==> src/rtl/axi_lite_arbiter_if.sv <==
// axi_lite_if: AXI-lite channel bundle shared by the IFU/LSU arbiter and the crossbar
interface axi_lite_if;
  logic        arvalid, arready;
  logic [31:0] araddr;
  logic [3:0]  arid;
  logic [7:0]  arlen;
  logic [2:0]  arsize;
  logic [1:0]  arburst;
  logic        rvalid, rready, rlast;
  logic [31:0] rdata;
  logic [1:0]  rresp;
  logic        awvalid, awready;
  logic [31:0] awaddr;
  logic [3:0]  awid;
  logic [7:0]  awlen;
  logic [2:0]  awsize;
  logic [1:0]  awburst;
  logic        wvalid, wready;
  logic [31:0] wdata;
  logic [3:0]  wstrb;
  logic        bvalid, bready;
  logic [1:0]  bresp;
  modport master (
    output arvalid, araddr, arid, arlen, arsize, arburst, rready,
    output awvalid, awaddr, awid, awlen, awsize, awburst, wvalid, wdata, wstrb, bready,
    input  arready, rvalid, rdata, rresp, rlast, awready, wready, bvalid, bresp
  );
  modport slave (
    input  arvalid, araddr, arid, arlen, arsize, arburst, rready,
    input  awvalid, awaddr, awid, awlen, awsize, awburst, wvalid, wdata, wstrb, bready,
    output arready, rvalid, rdata, rresp, rlast, awready, wready, bvalid, bresp
  );
endinterface

==> src/rtl/axi_lite_arbiter.sv <==
// axi_lite_arbiter: round-robin merge of IFU (m0) and LSU (m1) onto one AXI-lite port, one transaction at a time
module axi_lite_arbiter #(
  parameter logic RR_INIT = 1'b1
) (
  input logic        clk,
  input logic        rst,
  axi_lite_if.slave  m0,
  axi_lite_if.slave  m1,
  axi_lite_if.master s
);
  typedef enum logic [2:0] {IDLE, RD_ADDR, RD_DATA, WR_ADDR, WR_RESP} state_t;
  state_t state, state_nxt;
  logic gnt, gnt_nxt, last_grant, last_grant_nxt, aw_done, aw_done_nxt, w_done, w_done_nxt;
  logic req0, req1, ar_en, r_en, aw_en, w_en, b_en, aw_hs, w_hs;
  assign req0  = m0.arvalid | m0.awvalid;
  assign req1  = m1.arvalid | m1.awvalid;
  assign ar_en = state == RD_ADDR;
  assign r_en  = state == RD_DATA;
  assign aw_en = (state == WR_ADDR) & ~aw_done;
  assign w_en  = (state == WR_ADDR) & ~w_done;
  assign b_en  = state == WR_RESP;
  assign aw_hs = s.awvalid & s.awready;
  assign w_hs  = s.wvalid & s.wready;
  // gnt is registered, so these muxes only switch while the channel is gated off in IDLE
  assign s.arvalid = ar_en & (gnt ? m1.arvalid : m0.arvalid);
  assign s.araddr  = gnt ? m1.araddr : m0.araddr;
  assign s.arid    = gnt ? m1.arid : m0.arid;
  assign s.arlen   = gnt ? m1.arlen : m0.arlen;
  assign s.arsize  = gnt ? m1.arsize : m0.arsize;
  assign s.arburst = gnt ? m1.arburst : m0.arburst;
  assign s.rready  = r_en & (gnt ? m1.rready : m0.rready);
  assign s.awvalid = aw_en & (gnt ? m1.awvalid : m0.awvalid);
  assign s.awaddr  = gnt ? m1.awaddr : m0.awaddr;
  assign s.awid    = gnt ? m1.awid : m0.awid;
  assign s.awlen   = gnt ? m1.awlen : m0.awlen;
  assign s.awsize  = gnt ? m1.awsize : m0.awsize;
  assign s.awburst = gnt ? m1.awburst : m0.awburst;
  assign s.wvalid  = w_en & (gnt ? m1.wvalid : m0.wvalid);
  assign s.wdata   = gnt ? m1.wdata : m0.wdata;
  assign s.wstrb   = gnt ? m1.wstrb : m0.wstrb;
  assign s.bready  = b_en & (gnt ? m1.bready : m0.bready);
  assign m0.arready = ar_en & ~gnt & s.arready;
  assign m1.arready = ar_en & gnt & s.arready;
  assign m0.awready = aw_en & ~gnt & s.awready;
  assign m1.awready = aw_en & gnt & s.awready;
  assign m0.wready  = w_en & ~gnt & s.wready;
  assign m1.wready  = w_en & gnt & s.wready;
  assign m0.rvalid  = r_en & ~gnt & s.rvalid;
  assign m1.rvalid  = r_en & gnt & s.rvalid;
  assign m0.rdata   = (r_en & ~gnt) ? s.rdata : '0;
  assign m1.rdata   = (r_en & gnt) ? s.rdata : '0;
  assign m0.rresp   = (r_en & ~gnt) ? s.rresp : '0;
  assign m1.rresp   = (r_en & gnt) ? s.rresp : '0;
  assign m0.rlast   = r_en & ~gnt & s.rlast;
  assign m1.rlast   = r_en & gnt & s.rlast;
  assign m0.bvalid  = b_en & ~gnt & s.bvalid;
  assign m1.bvalid  = b_en & gnt & s.bvalid;
  assign m0.bresp   = (b_en & ~gnt) ? s.bresp : '0;
  assign m1.bresp   = (b_en & gnt) ? s.bresp : '0;
  always_comb begin
    state_nxt      = state;
    gnt_nxt        = gnt;
    last_grant_nxt = last_grant;
    aw_done_nxt    = aw_done;
    w_done_nxt     = w_done;
    case (state)
      IDLE: begin
        aw_done_nxt = 1'b0;
        w_done_nxt  = 1'b0;
        if (req0 | req1) begin
          gnt_nxt        = (req0 & req1) ? ~last_grant : req1;
          last_grant_nxt = gnt_nxt;
          state_nxt      = (gnt_nxt ? m1.arvalid : m0.arvalid) ? RD_ADDR : WR_ADDR;
        end
      end
      RD_ADDR: state_nxt = (s.arvalid & s.arready) ? RD_DATA : RD_ADDR;
      RD_DATA: state_nxt = (s.rvalid & s.rready & s.rlast) ? IDLE : RD_DATA;
      WR_ADDR: begin
        aw_done_nxt = aw_done | aw_hs;
        w_done_nxt  = w_done | w_hs;
        state_nxt   = (aw_done_nxt & w_done_nxt) ? WR_RESP : WR_ADDR;
      end
      WR_RESP: state_nxt = (s.bvalid & s.bready) ? IDLE : WR_RESP;
      default: state_nxt = IDLE;
    endcase
  end
  always_ff @(posedge clk or posedge rst) begin
    if (rst) begin
      state      <= IDLE;
      gnt        <= 1'b0;
      last_grant <= RR_INIT;
      aw_done    <= 1'b0;
      w_done     <= 1'b0;
    end else begin
      state      <= state_nxt;
      gnt        <= gnt_nxt;
      last_grant <= last_grant_nxt;
      aw_done    <= aw_done_nxt;
      w_done     <= w_done_nxt;
    end
  end
endmodule

==> src/flat_wrapper.sv <==
// flat-port wrapper written by rule: the top's interface ports become plain ports
module axi_lite_arbiter_flat 
#(
  parameter logic RR_INIT = 1'b1
)
  (clk, rst, m0_arvalid, m0_araddr, m0_arid, m0_arlen, m0_arsize, m0_arburst, m0_rready, m0_awvalid, m0_awaddr, m0_awid, m0_awlen, m0_awsize, m0_awburst, m0_wvalid, m0_wdata, m0_wstrb, m0_bready, m0_arready, m0_rvalid, m0_rdata, m0_rresp, m0_rlast, m0_awready, m0_wready, m0_bvalid, m0_bresp, m1_arvalid, m1_araddr, m1_arid, m1_arlen, m1_arsize, m1_arburst, m1_rready, m1_awvalid, m1_awaddr, m1_awid, m1_awlen, m1_awsize, m1_awburst, m1_wvalid, m1_wdata, m1_wstrb, m1_bready, m1_arready, m1_rvalid, m1_rdata, m1_rresp, m1_rlast, m1_awready, m1_wready, m1_bvalid, m1_bresp, s_arvalid, s_araddr, s_arid, s_arlen, s_arsize, s_arburst, s_rready, s_awvalid, s_awaddr, s_awid, s_awlen, s_awsize, s_awburst, s_wvalid, s_wdata, s_wstrb, s_bready, s_arready, s_rvalid, s_rdata, s_rresp, s_rlast, s_awready, s_wready, s_bvalid, s_bresp);
  axi_lite_if m0_i ();
  axi_lite_if m1_i ();
  axi_lite_if s_i ();
  input logic clk;
  input logic rst;
  input wire logic [$bits(m0_i.arvalid)-1:0] m0_arvalid;
  input wire logic [$bits(m0_i.araddr)-1:0] m0_araddr;
  input wire logic [$bits(m0_i.arid)-1:0] m0_arid;
  input wire logic [$bits(m0_i.arlen)-1:0] m0_arlen;
  input wire logic [$bits(m0_i.arsize)-1:0] m0_arsize;
  input wire logic [$bits(m0_i.arburst)-1:0] m0_arburst;
  input wire logic [$bits(m0_i.rready)-1:0] m0_rready;
  input wire logic [$bits(m0_i.awvalid)-1:0] m0_awvalid;
  input wire logic [$bits(m0_i.awaddr)-1:0] m0_awaddr;
  input wire logic [$bits(m0_i.awid)-1:0] m0_awid;
  input wire logic [$bits(m0_i.awlen)-1:0] m0_awlen;
  input wire logic [$bits(m0_i.awsize)-1:0] m0_awsize;
  input wire logic [$bits(m0_i.awburst)-1:0] m0_awburst;
  input wire logic [$bits(m0_i.wvalid)-1:0] m0_wvalid;
  input wire logic [$bits(m0_i.wdata)-1:0] m0_wdata;
  input wire logic [$bits(m0_i.wstrb)-1:0] m0_wstrb;
  input wire logic [$bits(m0_i.bready)-1:0] m0_bready;
  output wire logic [$bits(m0_i.arready)-1:0] m0_arready;
  output wire logic [$bits(m0_i.rvalid)-1:0] m0_rvalid;
  output wire logic [$bits(m0_i.rdata)-1:0] m0_rdata;
  output wire logic [$bits(m0_i.rresp)-1:0] m0_rresp;
  output wire logic [$bits(m0_i.rlast)-1:0] m0_rlast;
  output wire logic [$bits(m0_i.awready)-1:0] m0_awready;
  output wire logic [$bits(m0_i.wready)-1:0] m0_wready;
  output wire logic [$bits(m0_i.bvalid)-1:0] m0_bvalid;
  output wire logic [$bits(m0_i.bresp)-1:0] m0_bresp;
  input wire logic [$bits(m1_i.arvalid)-1:0] m1_arvalid;
  input wire logic [$bits(m1_i.araddr)-1:0] m1_araddr;
  input wire logic [$bits(m1_i.arid)-1:0] m1_arid;
  input wire logic [$bits(m1_i.arlen)-1:0] m1_arlen;
  input wire logic [$bits(m1_i.arsize)-1:0] m1_arsize;
  input wire logic [$bits(m1_i.arburst)-1:0] m1_arburst;
  input wire logic [$bits(m1_i.rready)-1:0] m1_rready;
  input wire logic [$bits(m1_i.awvalid)-1:0] m1_awvalid;
  input wire logic [$bits(m1_i.awaddr)-1:0] m1_awaddr;
  input wire logic [$bits(m1_i.awid)-1:0] m1_awid;
  input wire logic [$bits(m1_i.awlen)-1:0] m1_awlen;
  input wire logic [$bits(m1_i.awsize)-1:0] m1_awsize;
  input wire logic [$bits(m1_i.awburst)-1:0] m1_awburst;
  input wire logic [$bits(m1_i.wvalid)-1:0] m1_wvalid;
  input wire logic [$bits(m1_i.wdata)-1:0] m1_wdata;
  input wire logic [$bits(m1_i.wstrb)-1:0] m1_wstrb;
  input wire logic [$bits(m1_i.bready)-1:0] m1_bready;
  output wire logic [$bits(m1_i.arready)-1:0] m1_arready;
  output wire logic [$bits(m1_i.rvalid)-1:0] m1_rvalid;
  output wire logic [$bits(m1_i.rdata)-1:0] m1_rdata;
  output wire logic [$bits(m1_i.rresp)-1:0] m1_rresp;
  output wire logic [$bits(m1_i.rlast)-1:0] m1_rlast;
  output wire logic [$bits(m1_i.awready)-1:0] m1_awready;
  output wire logic [$bits(m1_i.wready)-1:0] m1_wready;
  output wire logic [$bits(m1_i.bvalid)-1:0] m1_bvalid;
  output wire logic [$bits(m1_i.bresp)-1:0] m1_bresp;
  output wire logic [$bits(s_i.arvalid)-1:0] s_arvalid;
  output wire logic [$bits(s_i.araddr)-1:0] s_araddr;
  output wire logic [$bits(s_i.arid)-1:0] s_arid;
  output wire logic [$bits(s_i.arlen)-1:0] s_arlen;
  output wire logic [$bits(s_i.arsize)-1:0] s_arsize;
  output wire logic [$bits(s_i.arburst)-1:0] s_arburst;
  output wire logic [$bits(s_i.rready)-1:0] s_rready;
  output wire logic [$bits(s_i.awvalid)-1:0] s_awvalid;
  output wire logic [$bits(s_i.awaddr)-1:0] s_awaddr;
  output wire logic [$bits(s_i.awid)-1:0] s_awid;
  output wire logic [$bits(s_i.awlen)-1:0] s_awlen;
  output wire logic [$bits(s_i.awsize)-1:0] s_awsize;
  output wire logic [$bits(s_i.awburst)-1:0] s_awburst;
  output wire logic [$bits(s_i.wvalid)-1:0] s_wvalid;
  output wire logic [$bits(s_i.wdata)-1:0] s_wdata;
  output wire logic [$bits(s_i.wstrb)-1:0] s_wstrb;
  output wire logic [$bits(s_i.bready)-1:0] s_bready;
  input wire logic [$bits(s_i.arready)-1:0] s_arready;
  input wire logic [$bits(s_i.rvalid)-1:0] s_rvalid;
  input wire logic [$bits(s_i.rdata)-1:0] s_rdata;
  input wire logic [$bits(s_i.rresp)-1:0] s_rresp;
  input wire logic [$bits(s_i.rlast)-1:0] s_rlast;
  input wire logic [$bits(s_i.awready)-1:0] s_awready;
  input wire logic [$bits(s_i.wready)-1:0] s_wready;
  input wire logic [$bits(s_i.bvalid)-1:0] s_bvalid;
  input wire logic [$bits(s_i.bresp)-1:0] s_bresp;
  assign m0_i.arvalid = m0_arvalid;
  assign m0_i.araddr = m0_araddr;
  assign m0_i.arid = m0_arid;
  assign m0_i.arlen = m0_arlen;
  assign m0_i.arsize = m0_arsize;
  assign m0_i.arburst = m0_arburst;
  assign m0_i.rready = m0_rready;
  assign m0_i.awvalid = m0_awvalid;
  assign m0_i.awaddr = m0_awaddr;
  assign m0_i.awid = m0_awid;
  assign m0_i.awlen = m0_awlen;
  assign m0_i.awsize = m0_awsize;
  assign m0_i.awburst = m0_awburst;
  assign m0_i.wvalid = m0_wvalid;
  assign m0_i.wdata = m0_wdata;
  assign m0_i.wstrb = m0_wstrb;
  assign m0_i.bready = m0_bready;
  assign m0_arready = m0_i.arready;
  assign m0_rvalid = m0_i.rvalid;
  assign m0_rdata = m0_i.rdata;
  assign m0_rresp = m0_i.rresp;
  assign m0_rlast = m0_i.rlast;
  assign m0_awready = m0_i.awready;
  assign m0_wready = m0_i.wready;
  assign m0_bvalid = m0_i.bvalid;
  assign m0_bresp = m0_i.bresp;
  assign m1_i.arvalid = m1_arvalid;
  assign m1_i.araddr = m1_araddr;
  assign m1_i.arid = m1_arid;
  assign m1_i.arlen = m1_arlen;
  assign m1_i.arsize = m1_arsize;
  assign m1_i.arburst = m1_arburst;
  assign m1_i.rready = m1_rready;
  assign m1_i.awvalid = m1_awvalid;
  assign m1_i.awaddr = m1_awaddr;
  assign m1_i.awid = m1_awid;
  assign m1_i.awlen = m1_awlen;
  assign m1_i.awsize = m1_awsize;
  assign m1_i.awburst = m1_awburst;
  assign m1_i.wvalid = m1_wvalid;
  assign m1_i.wdata = m1_wdata;
  assign m1_i.wstrb = m1_wstrb;
  assign m1_i.bready = m1_bready;
  assign m1_arready = m1_i.arready;
  assign m1_rvalid = m1_i.rvalid;
  assign m1_rdata = m1_i.rdata;
  assign m1_rresp = m1_i.rresp;
  assign m1_rlast = m1_i.rlast;
  assign m1_awready = m1_i.awready;
  assign m1_wready = m1_i.wready;
  assign m1_bvalid = m1_i.bvalid;
  assign m1_bresp = m1_i.bresp;
  assign s_arvalid = s_i.arvalid;
  assign s_araddr = s_i.araddr;
  assign s_arid = s_i.arid;
  assign s_arlen = s_i.arlen;
  assign s_arsize = s_i.arsize;
  assign s_arburst = s_i.arburst;
  assign s_rready = s_i.rready;
  assign s_awvalid = s_i.awvalid;
  assign s_awaddr = s_i.awaddr;
  assign s_awid = s_i.awid;
  assign s_awlen = s_i.awlen;
  assign s_awsize = s_i.awsize;
  assign s_awburst = s_i.awburst;
  assign s_wvalid = s_i.wvalid;
  assign s_wdata = s_i.wdata;
  assign s_wstrb = s_i.wstrb;
  assign s_bready = s_i.bready;
  assign s_i.arready = s_arready;
  assign s_i.rvalid = s_rvalid;
  assign s_i.rdata = s_rdata;
  assign s_i.rresp = s_rresp;
  assign s_i.rlast = s_rlast;
  assign s_i.awready = s_awready;
  assign s_i.wready = s_wready;
  assign s_i.bvalid = s_bvalid;
  assign s_i.bresp = s_bresp;
  axi_lite_arbiter #(.RR_INIT(RR_INIT)) u_core (.clk(clk), .rst(rst), .m0(m0_i), .m1(m1_i), .s(s_i));
endmodule
==> config.mk <==
export PLATFORM = sky130hd
export DESIGN_NAME = axi_lite_arbiter_flat
export DESIGN_NICKNAME = d
export VERILOG_FILES = /design/src/rtl/axi_lite_arbiter_if.sv /design/src/rtl/axi_lite_arbiter.sv /design/src/flat_wrapper.sv
export SDC_FILE = /design/constraint.sdc
export NUM_CORES = 1
export LEC_CHECK = 0
export CORE_AREA = 2 2 210 212
export CTS_BUF_LIST = sky130_fd_sc_hd__clkbuf_4
export DETAILED_ROUTE_END_ITERATION = 8
export DIE_AREA = 0 0 212 214
export REMOVE_ABC_BUFFERS = 1
export SYNTH_ARGS = -nofsm -noshare
export SYNTH_HDL_FRONTEND = slang
export SYNTH_SLANG_ARGS = --single-unit
==> constraint.sdc <==
create_clock -name clk -period 4.05 [get_ports clk]
set_clock_uncertainty 0.05 [all_clocks]
set_input_delay 0.81 -clock clk [delete_from_list [all_inputs] [get_ports clk]]
set_output_delay 0.81 -clock clk [all_outputs]
set_load 0.03 [all_outputs]
Yosys cells after proc, flatten, opt, wreduce, memory -nomap -nowiden
Cells that the tools add are included.
- logic and storage cells: 93
- bits of input ports: 322
- flip-flop bits (word level): 7
- output and inout bits: 223
- bitwise gates (word level): 46
- muxes and demuxes: 34
- reductions and logical operators: 3
- eq/ne operators: 5
- operators with widths (kind ; number):
    32-bit 2-to-1 mux ; 5
    1-bit AND ; 37
    2-bit 2-to-1 mux ; 9
    8-bit 2-to-1 mux ; 2
    3-bit 2-to-1 mux ; 5
    3-bit one-hot mux with 5 select lines ; 1
    4-bit 2-to-1 mux ; 3
    1-bit 2-to-1 mux ; 7
    3-bit by 2-bit equality test with 1-bit output (second input constant) ; 2
    1-bit bitwise OR ; 5
    1-bit NOT ; 4
    1-bit one-hot mux with 2 select lines ; 2
    3-bit by 1-bit equality test with 1-bit output (second input constant) ; 1
    3-bit equality test (second input constant) ; 1
    3-bit logical NOT ; 1
    2-bit by 1-bit != test with 1-bit output (second input constant) ; 1
    2-bit AND reduction ; 1
    2-bit nonzero test ; 1

Longest topological paths before layout
- depth in word-level cells: 8
- mapped depth: 5
- gate-level depth less buffers: 4

Worst setup path before layout
Ideal clock, no wire load.
- path kind: input to output
- from: in m1_rready
- to: out s_rready
- path buffers: 0
- slack: 1.659 ns
- data required time: 3.190 ns
- stages on the path: 2
- data arrival time: 1.531 ns
- cells stage by stage: mux2i_1 -> nor3_1
- cells in the longest elaborated chain, start to end: 2
- ends and longest elaborated chain (what ; line ; text):
    start, declared ; flat_wrapper.sv:44 ; input wire logic [$bits(m1_i.rready)-1:0] m1_rready;
    1-bit 2-to-1 mux ; axi_lite_arbiter.sv:31 ; assign s.rready = r_en & (gnt ? m1.rready : m0.rready);
    1-bit AND ; axi_lite_arbiter.sv:31 ;
    end, declared ; flat_wrapper.sv:70 ; output wire logic [$bits(s_i.rready)-1:0] s_rready;
Every way passes these cells.

Worst setup path after layout
- from: reg u_core.gnt
- to: out s_rready
- cells in the longest elaborated chain, start to end: 2
- ends and longest elaborated chain (what ; line ; text):
    start, declared ; axi_lite_arbiter.sv:13 ; logic gnt, gnt_nxt, last_grant, last_grant_nxt, aw_done, aw_done_nxt, w_done, w_done_nxt;
    start signal, assigned ; axi_lite_arbiter.sv:96 ; gnt <= gnt_nxt;
    1-bit 2-to-1 mux ; axi_lite_arbiter.sv:31 ;
    1-bit AND ; axi_lite_arbiter.sv:31 ;
Every way passes these cells.

==> results.yml <==
sta:
  fin_tns_setup_ns: 0
  timing.hold.ws_ns: 0.484
  hold_viol: 0
  period_share_pct: 83.5
  slew_headroom_pct: 53.3
  worst_pin_slew_ns: 0.698
  setup_violations: 0
  layout_min_cycle_time_ns: 3.38
  fmax_ghz: 0.296
  slew_viol_final: 0
  rsz0062_at_grt: "no"
clock_tree:
  insertion_delay_ns: 0.25
  htreeDepth: 1
  clk_pin_slew_ns: 0.05
  cts_inserted_buffers: 3
  cts_tree: "yes"
  cts-resized-gates: 0
  clk_root_buffer_cell: "clkbuf_4"
  ctsHoldBuffers: 0
  clkSinkCount: 7
  cts_buffer_depth: 2
  post-cts-setup-buffers: 0
setup_path:
  r2r-end: "u_core.state[1]"
  slowest_delay_ns: 0.76
  path_delay_family: "buffers and inverters"
  cp-end-kind: "output pin"
  crit_fanout: 75
  reg2reg_from: "u_core.gnt"
  crit_required_ns: 3.19
  crit_type: "reg2out"
  worst-endpoint-arrival_ns: 2.52
  crit_chain: "buf_12, mux2i_1, nor3_1, clkdlybuf4s50_1"
  cp-start-kind: "flop"
  cp_num_cells: 4
  reg2regPathDepth: 4
  reg2reg_setup_slack_ns: 1.92
  critPathBufInv: 2
  crit_path_top_delay_cell: "clkdlybuf4s50_1"
yosys:
  yosys-top-cells-area: "mux2_2, and3_1, and2_1"
  synth_area_sq_um: 2890
  synth.most_common_cell: "mux2_2"
  synth_area_leader_cell: "mux2_2"
  ys.warnings.count: 0
  netlist_instances: 307
  synth_seq_cells: 7
  ys.flop_type: "dfrtp_1"
  netlist.area_leader.share_pct: 52.3
  synthArstFlopShare_pct: 100
  yosysSeqAreaShare_pct: 6.11
  avgSynthCellArea_sq_um: 9.41
  synth_edf_count: 0
  ys_types: 39
  synth_common_cells: "mux2_2, and3_1, and2_1, nor2_1, nand2_1"
run:
  maxCapViolations: 0
finish:
  n_antenna_cell: 0
  layout.nets: 1158
  fin_cells: 1420
  fill_cells: 4733
  drive_above_1_share_pct: 19.0
  area_delta_synth_final_pct: 208
grt:
  track_usage_pct: 10.9
  grt_pass1_vias: 4718
  grt_pass1_wl_mm: 35.4
  grt_max_degree: 76
  grt_overflow: 0
  antenna_found_initial: 0
power:
  power_leakage_nw: 3.27
  powerDensity_nw_per_um2: 507
  max-vdd-ir-drop_uv: 242
floorplan:
  dieArea_sq_um: 45400
  die_height_um: 214
  rows: 76
  num_io_pins: 545
  die_x_um: 212
  initial_core_util_pct: 6.73
  coreArea_sq_um: 42900
route:
  dr.pass1.iters: 4
  drc: 0
  num_vias: 4602
  vias_per_cell: 3.24
  wire_per_inst_um: 18.7
  routed_wirelength_mm: 26.6
  ant_nets: 0
  drt-initial-drc-count: 83
placed_design:
  gp_congestion: 0.834
  dp_hpwl_mm: 24.6
  placedCellCount: 1416
  portBuffers: 544
run_status:
  status: "finished clean"
hold_path:
  hp-start: "u_core.last_grant"
  holdPathEnd: "u_core.last_grant"
  whs_path_depth: 2
  min_path_type: "reg2reg"
## logic make-up (layout without fill, tap and decap cells)
kind of cell    after synthesis  count (layout)  share of synthesized area, %
compound gates               16              16                          4.38
flops                         7               7                          6.11
simple gates                116             116                          24.7
buf+inv                      29             557                          10.5
mux                         139             139                          54.3
## cells in the final DEF (no fill, tap or decap), drive strengths merged, types with 2 or more instances in the layout
cell type,instances
buf,7
nor2,14
nor3,3
a21oi,2
dfrtp,6
clkdlybuf4s50,544
nand2,10
and2,38
o21ai,8
a31oi,2
mux2i,3
and3,42
nor3b,2
clkbuf,4
inv,2
mux2,136
## where the power goes
group / leakage (nW) / internal (mW) / switching (mW)
Sequential: 0.0847 / 0.106 / 0.106
Clock: 0.0184 / 0.0444 / 0.0271
Combinational: 3.17 / 1.89 / 2.33
## layer usage
| layer | vias to the layer above | routed length [um] | global-route usage [%] |
|---|---|---|---|
| li1 | 2179 | - | - |
| met1 | 2116 | 10300 | 12.4 |
| met2 | 305 | 13300 | 20.3 |
| met3 | 2 | 2930 | 3.86 |
| met4 | 0 | 29 | 0.493 |
| met5 | - | 0 | 0 |
## worst register-to-register path, cell delays in order, from the launching register on
cell	delay, ns
dfrtp_4	0.70
buf_12	0.33
mux2i_1	0.40
o21ai_0	0.28
a41oi_2	0.28
## flip-flops by register name, summed over array words and instances (netlist names)
signal             count
u_core.state           3
u_core.aw_done         1
u_core.gnt             1
u_core.last_grant      1
u_core.w_done          1
## final cells by class
| type | instances | area, sq um | area share [%] |
|---|---|---|---|
| tap | 585 | 732 | 8.24 |
| multi-input combinational | 271 | 2410 | 27.1 |
| timing repair buffer | 551 | 5520 | 62.2 |
| inverter | 2 | 7.51 | 0.0845 |
| clock buffer | 4 | 30.0 | 0.338 |
| sequential | 7 | 180 | 2.03 |
## how the worst max path moves through the flow
stage	from	endpoint	slack, ns
finish	u_core.gnt	s_rready	0.67
detailed placement	s_arready	m1_arready	0.73
global route	u_core.gnt	s_rready	0.44
floorplan	u_core.gnt	s_rready	-1.58
global placement	m1_rready	s_rready	0.73
CTS	u_core.gnt	s_rready	0.54
## through the flow
step | total power, mW | instance area [sq um] | setup WS, ns | util [%]
6_report | 4.50 | 8880 | 0.669 | 20.7
5_1_grt | 4.76 | 8880 | 0.441 | 20.7
4_1_cts | 4.60 | 8880 | 0.544 | 20.7
3_5_place_dp | 4.51 | 8850 | 0.727 | 20.6
3_3_place_gp | 4.49 | 8850 | 0.729 | 20.6
2_1_floorplan | 2.57 | 2590 | -1.58 | -
Power figures use the tool's default switching activity.
